[config.mk]
export PLATFORM = sky130hd
export DESIGN_NAME = alu_decoder_seq
export DESIGN_NICKNAME = d
export VERILOG_FILES = /design/src/rtl/alu_decoder_seq.sv
export SDC_FILE = /design/constraint.sdc
export NUM_CORES = 1
export LEC_CHECK = 0
export ABC_AREA = 1
export CAP_MARGIN = 20
export CELL_PAD_IN_SITES_DETAIL_PLACEMENT = 1
export CELL_PAD_IN_SITES_GLOBAL_PLACEMENT = 1
export CORE_MARGIN = 2
export CORE_UTILIZATION = 45
export DETAILED_ROUTE_END_ITERATION = 10
export DONT_BUFFER_PORTS = 1
export PLACE_DENSITY_LB_ADDON = 0.1
export SLEW_MARGIN = 20
export SYNTH_ARGS = -nofsm -noshare
export SYNTH_HDL_FRONTEND = slang
export SYNTH_SLANG_ARGS = --single-unit
[constraint.sdc]
create_clock -name clk -period 3.05 [get_ports clk]
set_input_delay 0.4575 -clock clk [delete_from_list [all_inputs] [get_ports clk]]
set_output_delay 0.4575 -clock clk [all_outputs]
set_load 0.01 [all_outputs]
[src/rtl/alu_decoder_seq.sv]
// ALU control decoder with a multi-cycle mult/div sequencer.
// The decoder maps ALUop/funct onto the ALU control code. The sequencer
// issues mult/multu/div/divu to an iterative MDU, counts down its busy
// time, and stalls the front end on MDU or HI/LO accesses while busy.
module alu_decoder_seq #(
  parameter int CTRL_W     = 3,
  parameter int MUL_CYCLES = 4,
  parameter int DIV_CYCLES = 32,
  parameter int CNT_W      = 6
) (
  input  logic              clk,
  input  logic              rst_n,
  input  logic              instr_valid,
  input  logic [1:0]        ALUop,
  input  logic [5:0]        funct,
  output logic [CTRL_W-1:0] ALUcontrol,
  output logic              illegal,
  output logic [1:0]        hilo_sel,
  output logic              mdu_start,
  output logic [1:0]        mdu_op,
  output logic              mdu_busy,
  output logic              mdu_done,
  output logic              stall
);

  // 3-bit ALU operation codes
  localparam logic [2:0] OP_AND = 3'b000;
  localparam logic [2:0] OP_OR  = 3'b001;
  localparam logic [2:0] OP_ADD = 3'b010;
  localparam logic [2:0] OP_SLL = 3'b011;
  localparam logic [2:0] OP_XOR = 3'b100;
  localparam logic [2:0] OP_NOR = 3'b101;
  localparam logic [2:0] OP_SUB = 3'b110;
  localparam logic [2:0] OP_SLT = 3'b111;

  // HI/LO select encodings
  localparam logic [1:0] HL_NONE = 2'b00;
  localparam logic [1:0] HL_HI   = 2'b01;
  localparam logic [1:0] HL_LO   = 2'b10;

  // Counter reload values: the counter runs N-1 .. 0, giving N busy cycles
  localparam logic [CNT_W-1:0] MUL_LOAD = CNT_W'(MUL_CYCLES - 1);
  localparam logic [CNT_W-1:0] DIV_LOAD = CNT_W'(DIV_CYCLES - 1);

  typedef enum logic [1:0] {
    IDLE = 2'b00,
    MUL  = 2'b01,
    DIV  = 2'b10
  } state_t;

  // Decode result before it is widened / qualified
  typedef struct packed {
    logic [2:0] code;
    logic       unknown;
  } dec_t;

  state_t           state_q;
  logic [CNT_W-1:0] cnt_q;
  logic [CNT_W-1:0] cnt_d;
  logic [1:0]       op_q;
  logic             done_q;

  dec_t             dec;
  logic             is_rtype;
  logic             mdu_req;
  logic             busy;

  // ALUop/funct to ALU code; does not look at instr_valid
  always_comb begin
    dec.code    = OP_ADD;
    dec.unknown = 1'b0;
    unique case (ALUop)
      2'b00: dec.code = OP_ADD;
      2'b01: dec.code = OP_SUB;
      2'b11: dec.code = OP_SLT;
      default: begin
        unique case (funct)
          6'b100000: dec.code = OP_ADD;
          6'b100010: dec.code = OP_SUB;
          6'b100100: dec.code = OP_AND;
          6'b100101: dec.code = OP_OR;
          6'b100111: dec.code = OP_NOR;
          6'b100110: dec.code = OP_XOR;
          6'b000100: dec.code = OP_SLL;
          6'b000000: dec.code = OP_SLL;
          // mult/multu/div/divu and mfhi/mflo are known; the ALU idles on add
          6'b011000, 6'b011001, 6'b011010, 6'b011011,
          6'b010000, 6'b010010: dec.code = OP_ADD;
          default: begin
            dec.code    = OP_ADD;
            dec.unknown = 1'b1;
          end
        endcase
      end
    endcase
  end

  // Zero-extend the 3-bit code into the configured control width
  always_comb begin
    ALUcontrol      = '0;
    ALUcontrol[2:0] = dec.code;
  end

  assign is_rtype = instr_valid && (ALUop == 2'b10);
  assign illegal  = instr_valid && dec.unknown;
  assign mdu_req  = is_rtype && (funct[5:2] == 4'b0110);

  // HI/LO read selection for mfhi/mflo
  always_comb begin
    hilo_sel = HL_NONE;
    if (is_rtype) begin
      if (funct == 6'b010000)      hilo_sel = HL_HI;
      else if (funct == 6'b010010) hilo_sel = HL_LO;
    end
  end

  // Busy comes straight from registered state, so async reset clears it
  // immediately and the combinational stall/start see busy = 0 in reset.
  assign busy      = (state_q != IDLE);
  assign mdu_busy  = busy;
  assign mdu_op    = op_q;
  assign mdu_done  = done_q;
  assign mdu_start = mdu_req && !busy;
  assign stall     = busy && (mdu_req || (hilo_sel != HL_NONE));

  // Next counter value while an operation is in flight
  assign cnt_d = cnt_q - 1'b1;

  // Sequencer: accept in IDLE, count down, pulse done on the last busy cycle
  always_ff @(posedge clk or negedge rst_n) begin
    if (!rst_n) begin
      state_q <= IDLE;
      cnt_q   <= '0;
      op_q    <= 2'b00;
      done_q  <= 1'b0;
    end else begin
      done_q <= 1'b0;
      unique case (state_q)
        IDLE: begin
          if (mdu_req) begin
            op_q <= funct[1:0];
            if (funct[1]) begin
              state_q <= DIV;
              cnt_q   <= DIV_LOAD;
            end else begin
              state_q <= MUL;
              cnt_q   <= MUL_LOAD;
            end
          end
        end
        MUL, DIV: begin
          if (cnt_q == '0) begin
            state_q <= IDLE;
            done_q  <= 1'b1;
          end else begin
            cnt_q <= cnt_d;
          end
        end
        default: begin
          state_q <= IDLE;
          cnt_q   <= '0;
        end
      endcase
    end
  end

endmodule

* Yosys cells after proc, flatten, opt, wreduce, memory -nomap -nowiden
Index checks and enable logic that the tools add are counted.
Widths: inputs -> output; s select.
** Word-level totals
- Output and inout port bits :: 12
- Register bits after elaboration :: 11
** Cells by class
- Muxes and demuxes :: 17
- Reduce and logical (&&, ||, !) cells :: 20
- Equal/unequal tests :: 22
- $add $sub $neg :: 1
** Operator list (count)
- $eq 6x5->1 const B :: 6
- $eq 6x6->1 const B :: 6
- $pmux 3 s6 :: 1
- $reduce_or 14->1 :: 1
- $logic_not 6->1 :: 2
- $mux 2 :: 6
- $mux 6 :: 2
- $pmux 6 s2 :: 1
- $pmux 3 s3 :: 1
- $eq 2x2->1 const B :: 3
- $eq 6x3->1 const B :: 1
- $ne 2x2->1 const B :: 3
- $reduce_and 2->1 :: 3
- $sub 6x1->6 const B :: 1
- $logic_and 1x1->1 :: 5
- $mux 5 :: 1
- $eq 2x1->1 const B :: 2
- $eq 4x3->1 const B :: 1
- $logic_not 2->1 :: 2
- $mux 1 :: 4
- $pmux 2 s2 :: 1
- $reduce_bool 2->1 :: 2
- $reduce_or 2->1 :: 2
- $reduce_or 3->1 :: 1
- other kinds (2) :: 2

* Logic depth before layout (Yosys ltp)
Gate-level depths: netlist of run 1.
- Word-level depth :: 7
- Depth in mapped cells :: 9
- Gate-level depth less buffers :: 9

* Worst setup path after synthesis of run 1
No wires, ideal clock.
- Kind :: input port to output port
- Start :: input funct[4]
- End :: output ALUcontrol[2]
- Stages :: 7
- Arrival :: 1.095 ns
- Required time :: 2.592 ns
- Slack :: 1.497 ns
- Path through :: inv_1 nand2_1 nor2_1 nand2_1 o21ai_0 nand2_1 nand2_1
** Between the ends
- Longest elaborated chain between the ends :: 4
** Ends and longest elaborated chain
- start: declaration :: RTL line 15 : input logic [5:0] funct,
- $eq 6x3->1 or $logic_not 6->1 (tied branches) :: RTL line 77 : unique case (funct)
- $reduce_or 2->1 (no line)
- $pmux 3 s6 (*) :: RTL line 77
- $pmux 3 s3 (*) :: RTL line 72 : unique case (ALUop)
- end: declaration :: RTL line 16 : output logic [CTRL_W-1:0] ALUcontrol,
Mark *: on every way between the ends. The rest lies on a longest branch, timed or not.

* Worst setup path in the final report of run 1
- Start :: register state_q[0]
- End :: output mdu_start
** Between the ends
- Longest elaborated chain between the ends :: 3
** Ends and longest elaborated chain
- start: declaration :: RTL line 57 : state_t state_q;
- start signal: assignment :: RTL line 132 : state_q <= IDLE;
- start signal: assignment :: RTL line 143 : state_q <= DIV;
- start signal: assignment :: RTL line 146 : state_q <= MUL;
- $reduce_bool 2->1 :: RTL line 119 : assign busy = (state_q != IDLE);
- named net mdu_busy :: RTL line 21 : output logic mdu_busy,
- $logic_not 1->1 :: RTL line 123 : assign mdu_start = mdu_req && !busy;
- $logic_and 1x1->1 :: RTL line 123
- end: declaration :: RTL line 19 : output logic mdu_start,
The timed path passes the listed nets, and every way through them passes these cells.

==> impl_metrics.py, run 1 <==
metrics = {
    "drt": {
        "vias": 819,
        "totalWireLength_um": 2170,
        "wl_per_cell_um": 13.4,
        "drc": 0,
        "ant_nets": 0,
        "drt_iter0_drc": 18,
        "viasPerCell": 5.06,
        "dr.pass1.iters": 4,
    },
    "power_and_ir_drop": {
        "p_seq_share_pct": 34.5,
        "p_clk_share_pct": 13.9,
        "internal_power_w": 0.000362,
        "p_per_area_nw_per_um2": 749,
        "swShare_pct": 48.2,
        "vdd_drop_max_mv": 0.504,
        "comb_power_share_pct": 51.7,
        "p_leak_nw": 0.545,
        "p_sw_w": 0.000337,
    },
    "setup_path": {
        "critPathSlowestCell": "dfrtp_1",
        "cp-start-kind": "flop",
        "path_cells": "inv_1 > ha_1 > inv_1 > nor2_2",
        "path_max_fanout": 7,
        "cp_data_arrival_time_ns": 1.47,
        "reg2reg_depth": 9,
        "timing_worst_setup_path_type": "reg2out",
        "crit_path_frequent_cell": "inv_1",
        "cpPeakStageDelay_ns": 0.40,
        "cp-end-kind": "output pin",
        "cp.required_ns": 2.59,
    },
    "die": {
        "die_h_um": 47.8,
        "core_area_um2": 1760,
        "dieArea_um2": 2290,
        "start_util_pct": 49.0,
        "row_count": 15,
        "die_w_um": 47.8,
        "num_io_pins": 23,
    },
    "synth": {
        "synth_warnings": 0,
        "ys_types": 21,
        "ys_seq_elements": 11,
        "postSynthAreaPerCell_um2": 6.55,
        "ys_seq_area_share_pct": 31.8,
        "synthCells": 132,
        "synth.net_count": 146,
        "netlist_top_cells_area": "dfrtp_1 (32%), nand2_1 (20%), inv_1 (9.6%), ha_1 (4.3%), nand3_1 (4.1%)",
        "yosysTopAreaCell": "dfrtp_1",
        "syn-cell-area_um2": 865,
        "synth_top_area_share_pct": 31.8,
    },
    "clock_tree": {
        "cts_buffers": 3,
        "clock_path_buffers": 2,
        "cts_tree": "done",
        "postCtsSetupBuffers": 0,
        "clock_latency_ns": 0.27,
        "cts_resized": 0,
        "clkTransAtPathRegs_ns": 0.07,
        "root_buffer": "clkbuf_4",
        "htree_levels": 1,
        "clock_sinks": 11,
    },
    "sta": {
        "setup_viol_count_final": 0,
        "hold_viol_final": 0,
        "setup_tns_ns": 0,
        "drv_slew": 0,
        "finClkSkew_ns": 0.00626,
        "rsz0062_at_grt": "no",
        "timing.slew.headroom_pct": 65.7,
        "max_clock_freq_mhz": 519,
        "layout_min_cycle_time_ns": 1.93,
        "worst_pin_slew_ns": 0.512,
        "fin_crit_sh_pct": 63.2,
        "timing.hold.ws_ns": 0.323,
    },
    "global_routing": {
        "grt_util_met3_pct": 6.42,
        "grt_pass1_wl_um": 3710,
        "grtUsageMet1_pct": 32.2,
        "gr-max-usage-layer": "met2",
        "grt.met2_usage_pct": 36.0,
        "antenna_found_initial": 0,
        "grt_max_degree": 12,
        "track_usage_pct": 23.1,
        "grt_pass1_vias": 822,
        "globalRouteOverflowTotal": 0,
    },
    "placement": {
        "io_buffers": 0,
        "place_congestion": 0.832,
        "dp_cells": 157,
        "dpl.hpwl_um": 1740,
    },
    "finish": {
        "nets": 152,
        "stdcell_count": 162,
        "antenna_cells": 0,
        "layout-area-overhead-vs-synth_pct": 7.81,
        "drive_gt1_share_pct": 12.4,
    },
    "status": {
        "outcome": "finished clean",
    },
    "min_path": {
        "hold_class": "in2reg",
        "whs_path_depth": 2,
    },
    "job": {
        "max_cap_violations": 0,
    },
}
[stage by stage]
stage	instance area (µm²)	utilization, %	power (W)	setup WS (ns)
2_1_floorplan	865	-	0.000510	1.50
3_3_place_gp	896	50.8	0.000573	1.38
3_5_place_dp	896	50.8	0.000593	1.29
4_1_cts	932	52.8	0.000704	1.12
5_1_grt	932	52.8	0.000770	1.06
6_report	932	52.8	0.000698	1.12
[state kept, by name (all words and copies together), names as in the netlist]
name,cells
state_q,2
mdu_done,1
mdu_op,2
cnt_q,6
[worst max-delay path: cells and delay by family, from the launching register on]
family / cells / cell delay [ns]
adder cells (fa/ha/maj): 1 / 0.26
buffers and inverters: 2 / 0.27
flip-flops: 1 / 0.40
AND/OR/NAND/NOR: 1 / 0.28
[kinds of logic after synthesis]
family	synth area share, %
simple gates	44.1
compound gates	8.83
fa+ha+maj	4.34
flops	31.8
buf+inv	10.9
[path summary, 6_finish.rpt]
kind | slack, ns | start | to
max in group asynchronous | 2.11 | rst_n | cnt_q[2]
hold reg to reg | 0.52 | state_q[0] | state_q[0]
setup reg to reg | 1.41 | cnt_q[0] | cnt_q[0]
min in group asynchronous | 0.59 | rst_n | mdu_op[0]
setup / recovery | 1.12 | state_q[0] | mdu_start
hold / removal | 0.32 | funct[1] | mdu_op[1]
[final cells by class]
class	instances	area [µm²]
timing repair buffer	1	10.0
inverter	25	93.8
clock buffer	4	26.3
multi-input combinational	96	495
tap	25	31.3
fill	249	832
sequential	11	275
[layer usage]
layer	wire length [µm]	vias to the layer above
met2	1010	18
met5	0	-
li1	-	420
met3	70	2
met1	1080	379
met4	6	0
[power by group through the flow]
stage               sequential, W  combinational (W)  clock [W]
detailed placement       0.000243           0.000350          0
CTS                      0.000240           0.000361   0.000103
floorplan                0.000231           0.000279          0
global route             0.000246           0.000413   0.000111
finish                   0.000241           0.000361  0.0000969
global placement         0.000240           0.000333          0
[layout by cell type (no fill, tap or decap), types with 2 or more instances in the layout]
cell type	netlist	routed
nand2_4	3	3
nand2_1	47	47
clkbuf_4	0	3
ha_1	3	3
o21ai_0	6	6
nor2_4	3	3
inv_2	3	3
nand2_2	2	2
nor2_2	2	2
a21oi_1	3	3
nand3_1	7	7
dfrtp_1	11	11
nand4_1	4	4
nor2_1	8	8
inv_1	22	22
o21ai_1	2	2
[Yosys cell counts]
cell	count
nand4_1	4
nor2_2	2
a21oi_1	3
o21bai_1	1
nand3_1	7
o21ai_0	6
nor2_4	3
o21ai_1	2
nor2_1	8
nand3b_1	1
nand2_2	2
inv_2	3
a22oi_1	1
ha_1	3
inv_1	22
nand2_4	3
a31oi_1	1
dfrtp_1	11
nor3_1	1
nand3_2	1
nand2_1	47
[what timing repair did]
action / 4_1_cts / 5_1_grt
endpoints found under the hold margin: 11 / 0
hold buffers: 1 / 0
setup endpoints to repair: 0 / 0
(Power assumes the default switching activity.)
==> run 2, diff against run 1 <==
CORE_UTILIZATION = 42   (was 45)
clock period = 1.89 ns   (was 3.05 ns; I/O delays follow)
==> impl_metrics.py, run 2 (synthesis results as in run 1) <==
metrics = {
    "sta": {
        "worst_pin_slew_ns": 0.516,
        "layout_min_cycle_time_ns": 1.72,
        "setup_viol_count_final": 0,
        "rsz0062_at_grt": "no",
        "setup_tns_ns": 0,
        "finClkSkew_ns": 0.00721,
        "drv_slew": 0,
        "timing.slew.headroom_pct": 65.5,
        "max_clock_freq_mhz": 580,
        "fin_crit_sh_pct": 91.2,
        "hold_viol_final": 0,
    },
    "drt": {
        "ant_nets": 0,
        "totalWireLength_um": 2080,
        "wl_per_cell_um": 12.7,
        "viasPerCell": 5.00,
        "drt_iter0_drc": 6,
        "drc": 0,
        "vias": 820,
        "dr.pass1.iters": 4,
    },
    "finish": {
        "final_area_um2": 935,
        "final_common_cell": "nand2_1",
        "most-common-layout-cells": "nand2_1 (47), inv_1 (22), dfrtp_1 (11), nor2_1 (8), nand3_1 (7)",
        "nFillCells": 284,
        "layout-area-overhead-vs-synth_pct": 8.10,
        "top_register": "cnt_q",
        "largest_reg_flops": 6,
        "antenna_cells": 0,
        "nets": 152,
        "drive_gt1_share_pct": 12.4,
    },
    "setup_path": {
        "r2r_setup_slack_ns": 0.29,
        "worstReg2RegEnd": "cnt_q[1]",
        "cp-endpoint": "mdu_start",
        "critPathSlowestCell": "dfrtp_1",
        "cp.required_ns": 1.61,
        "cp.depth": 4,
        "cp-end-kind": "output pin",
        "cpPeakStageDelay_ns": 0.40,
        "cp_num_buf_inv": 2,
        "timing_worst_setup_path_type": "reg2out",
        "crit_path_frequent_cell": "inv_1",
        "path_cells": "inv_1 > ha_1 > inv_1 > nor2_2",
        "reg2reg_depth": 9,
        "cp-startpoint": "state_q[0]",
        "cp_data_arrival_time_ns": 1.44,
        "r2r-start": "cnt_q[0]",
        "cp-start-kind": "flop",
        "crit_family": "flip-flops",
        "path_max_fanout": 7,
    },
    "power_and_ir_drop": {
        "internal_power_w": 0.000583,
        "p_clk_share_pct": 14.5,
        "swShare_pct": 47.5,
        "comb_power_share_pct": 50.2,
        "vdd_drop_max_mv": 0.693,
        "p_sw_w": 0.000528,
        "p_per_area_nw_per_um2": 1190,
        "p_seq_share_pct": 35.3,
        "p_leak_nw": 0.545,
    },
    "global_routing": {
        "grt_pass1_wl_um": 3760,
        "antenna_found_initial": 0,
        "grt_pass1_vias": 834,
        "track_usage_pct": 19.9,
        "globalRouteOverflowTotal": 0,
        "grt_max_degree": 12,
    },
    "min_path": {
        "min_from": "funct[0]",
        "hold_class": "in2reg",
        "whs_path_depth": 2,
    },
    "die": {
        "dieArea_um2": 2440,
        "start_util_pct": 44.5,
        "row_count": 16,
        "die_w_um": 49.4,
        "num_io_pins": 23,
        "die_h_um": 49.4,
        "core_area_um2": 1940,
    },
    "clock_tree": {
        "clkTransAtPathRegs_ns": 0.07,
        "clock_latency_ns": 0.28,
        "root_buffer": "clkbuf_4",
        "postCtsSetupBuffers": 0,
        "htree_levels": 1,
        "clock_path_buffers": 2,
        "clock_sinks": 11,
        "cts_buffers": 3,
        "cts_tree": "done",
    },
    "placement": {
        "dpl.hpwl_um": 1720,
        "place_congestion": 0.866,
        "io_buffers": 0,
        "dpl_cell_area_um2": 898,
    },
    "status": {
        "outcome": "finished clean",
    },
    "job": {
        "max_cap_violations": 0,
    },
}
==> run 2: layout make-up <==
| class | count | area, µm² | share of cell area (%) |
|---|---|---|---|
| clock buffer | 4 | 26.3 | 2.81 |
| sequential | 11 | 275 | 29.5 |
| timing repair buffer | 1 | 10.0 | 1.07 |
| tap | 27 | 33.8 | 3.61 |
| inverter | 25 | 93.8 | 10.0 |
| multi-input combinational | 96 | 495 | 53.0 |
==> run 2: what timing repair did <==
item | CTS | global route
gates resized for setup | 0 | 0
hold endpoints to repair | 11 | 0
hold buffers | 1 | 0
==> run 2: metal layers <==
layer / GRT usage (%) / share of wire [%] / vias up
met5: 0 / 0 / -
met4: 5.09 / 0.29 / 0
met3: 5.83 / 4.8 / 2
met2: 29.7 / 43 / 22
met1: 28.3 / 52 / 369
li1: - / - / 427
==> run 2: power by group through the flow <==
stage	Combinational, W	Sequential, W	Clock [W]
3_5_place_dp	0.000555	0.000395	0
4_1_cts	0.000565	0.000391	0.000169
2_1_floorplan	0.000450	0.000372	0
3_3_place_gp	0.000535	0.000390	0
6_report	0.000558	0.000392	0.000161
5_1_grt	0.000658	0.000404	0.000176
==> run 2: stage by stage <==
step | power [W] | worst slack [ns] | hold slack (ns) | utilization, % | instances
finish | 0.00111 | 0.166 | 0.126 | 48.1 | 164
global route | 0.00124 | 0.0131 | 0.124 | 48.1 | 164
CTS | 0.00112 | 0.134 | 0.122 | 48.1 | 164
detailed placement | 0.000950 | 0.321 | -0.0118 | 46.3 | 159
global placement | 0.000926 | 0.453 | -0.0119 | 46.3 | 159
floorplan | 0.000823 | 0.545 | -0.0121 | - | 132
==> run 2: worst min-delay path by stage <==
stage	slack [ns]	endpoint
finish	0.13	mdu_op[0]
global route	0.12	mdu_op[0]
CTS	0.12	mdu_op[0]
detailed placement	-0.01	mdu_op[1]
global placement	-0.01	mdu_op[1]
floorplan	-0.01	cnt_q[0]
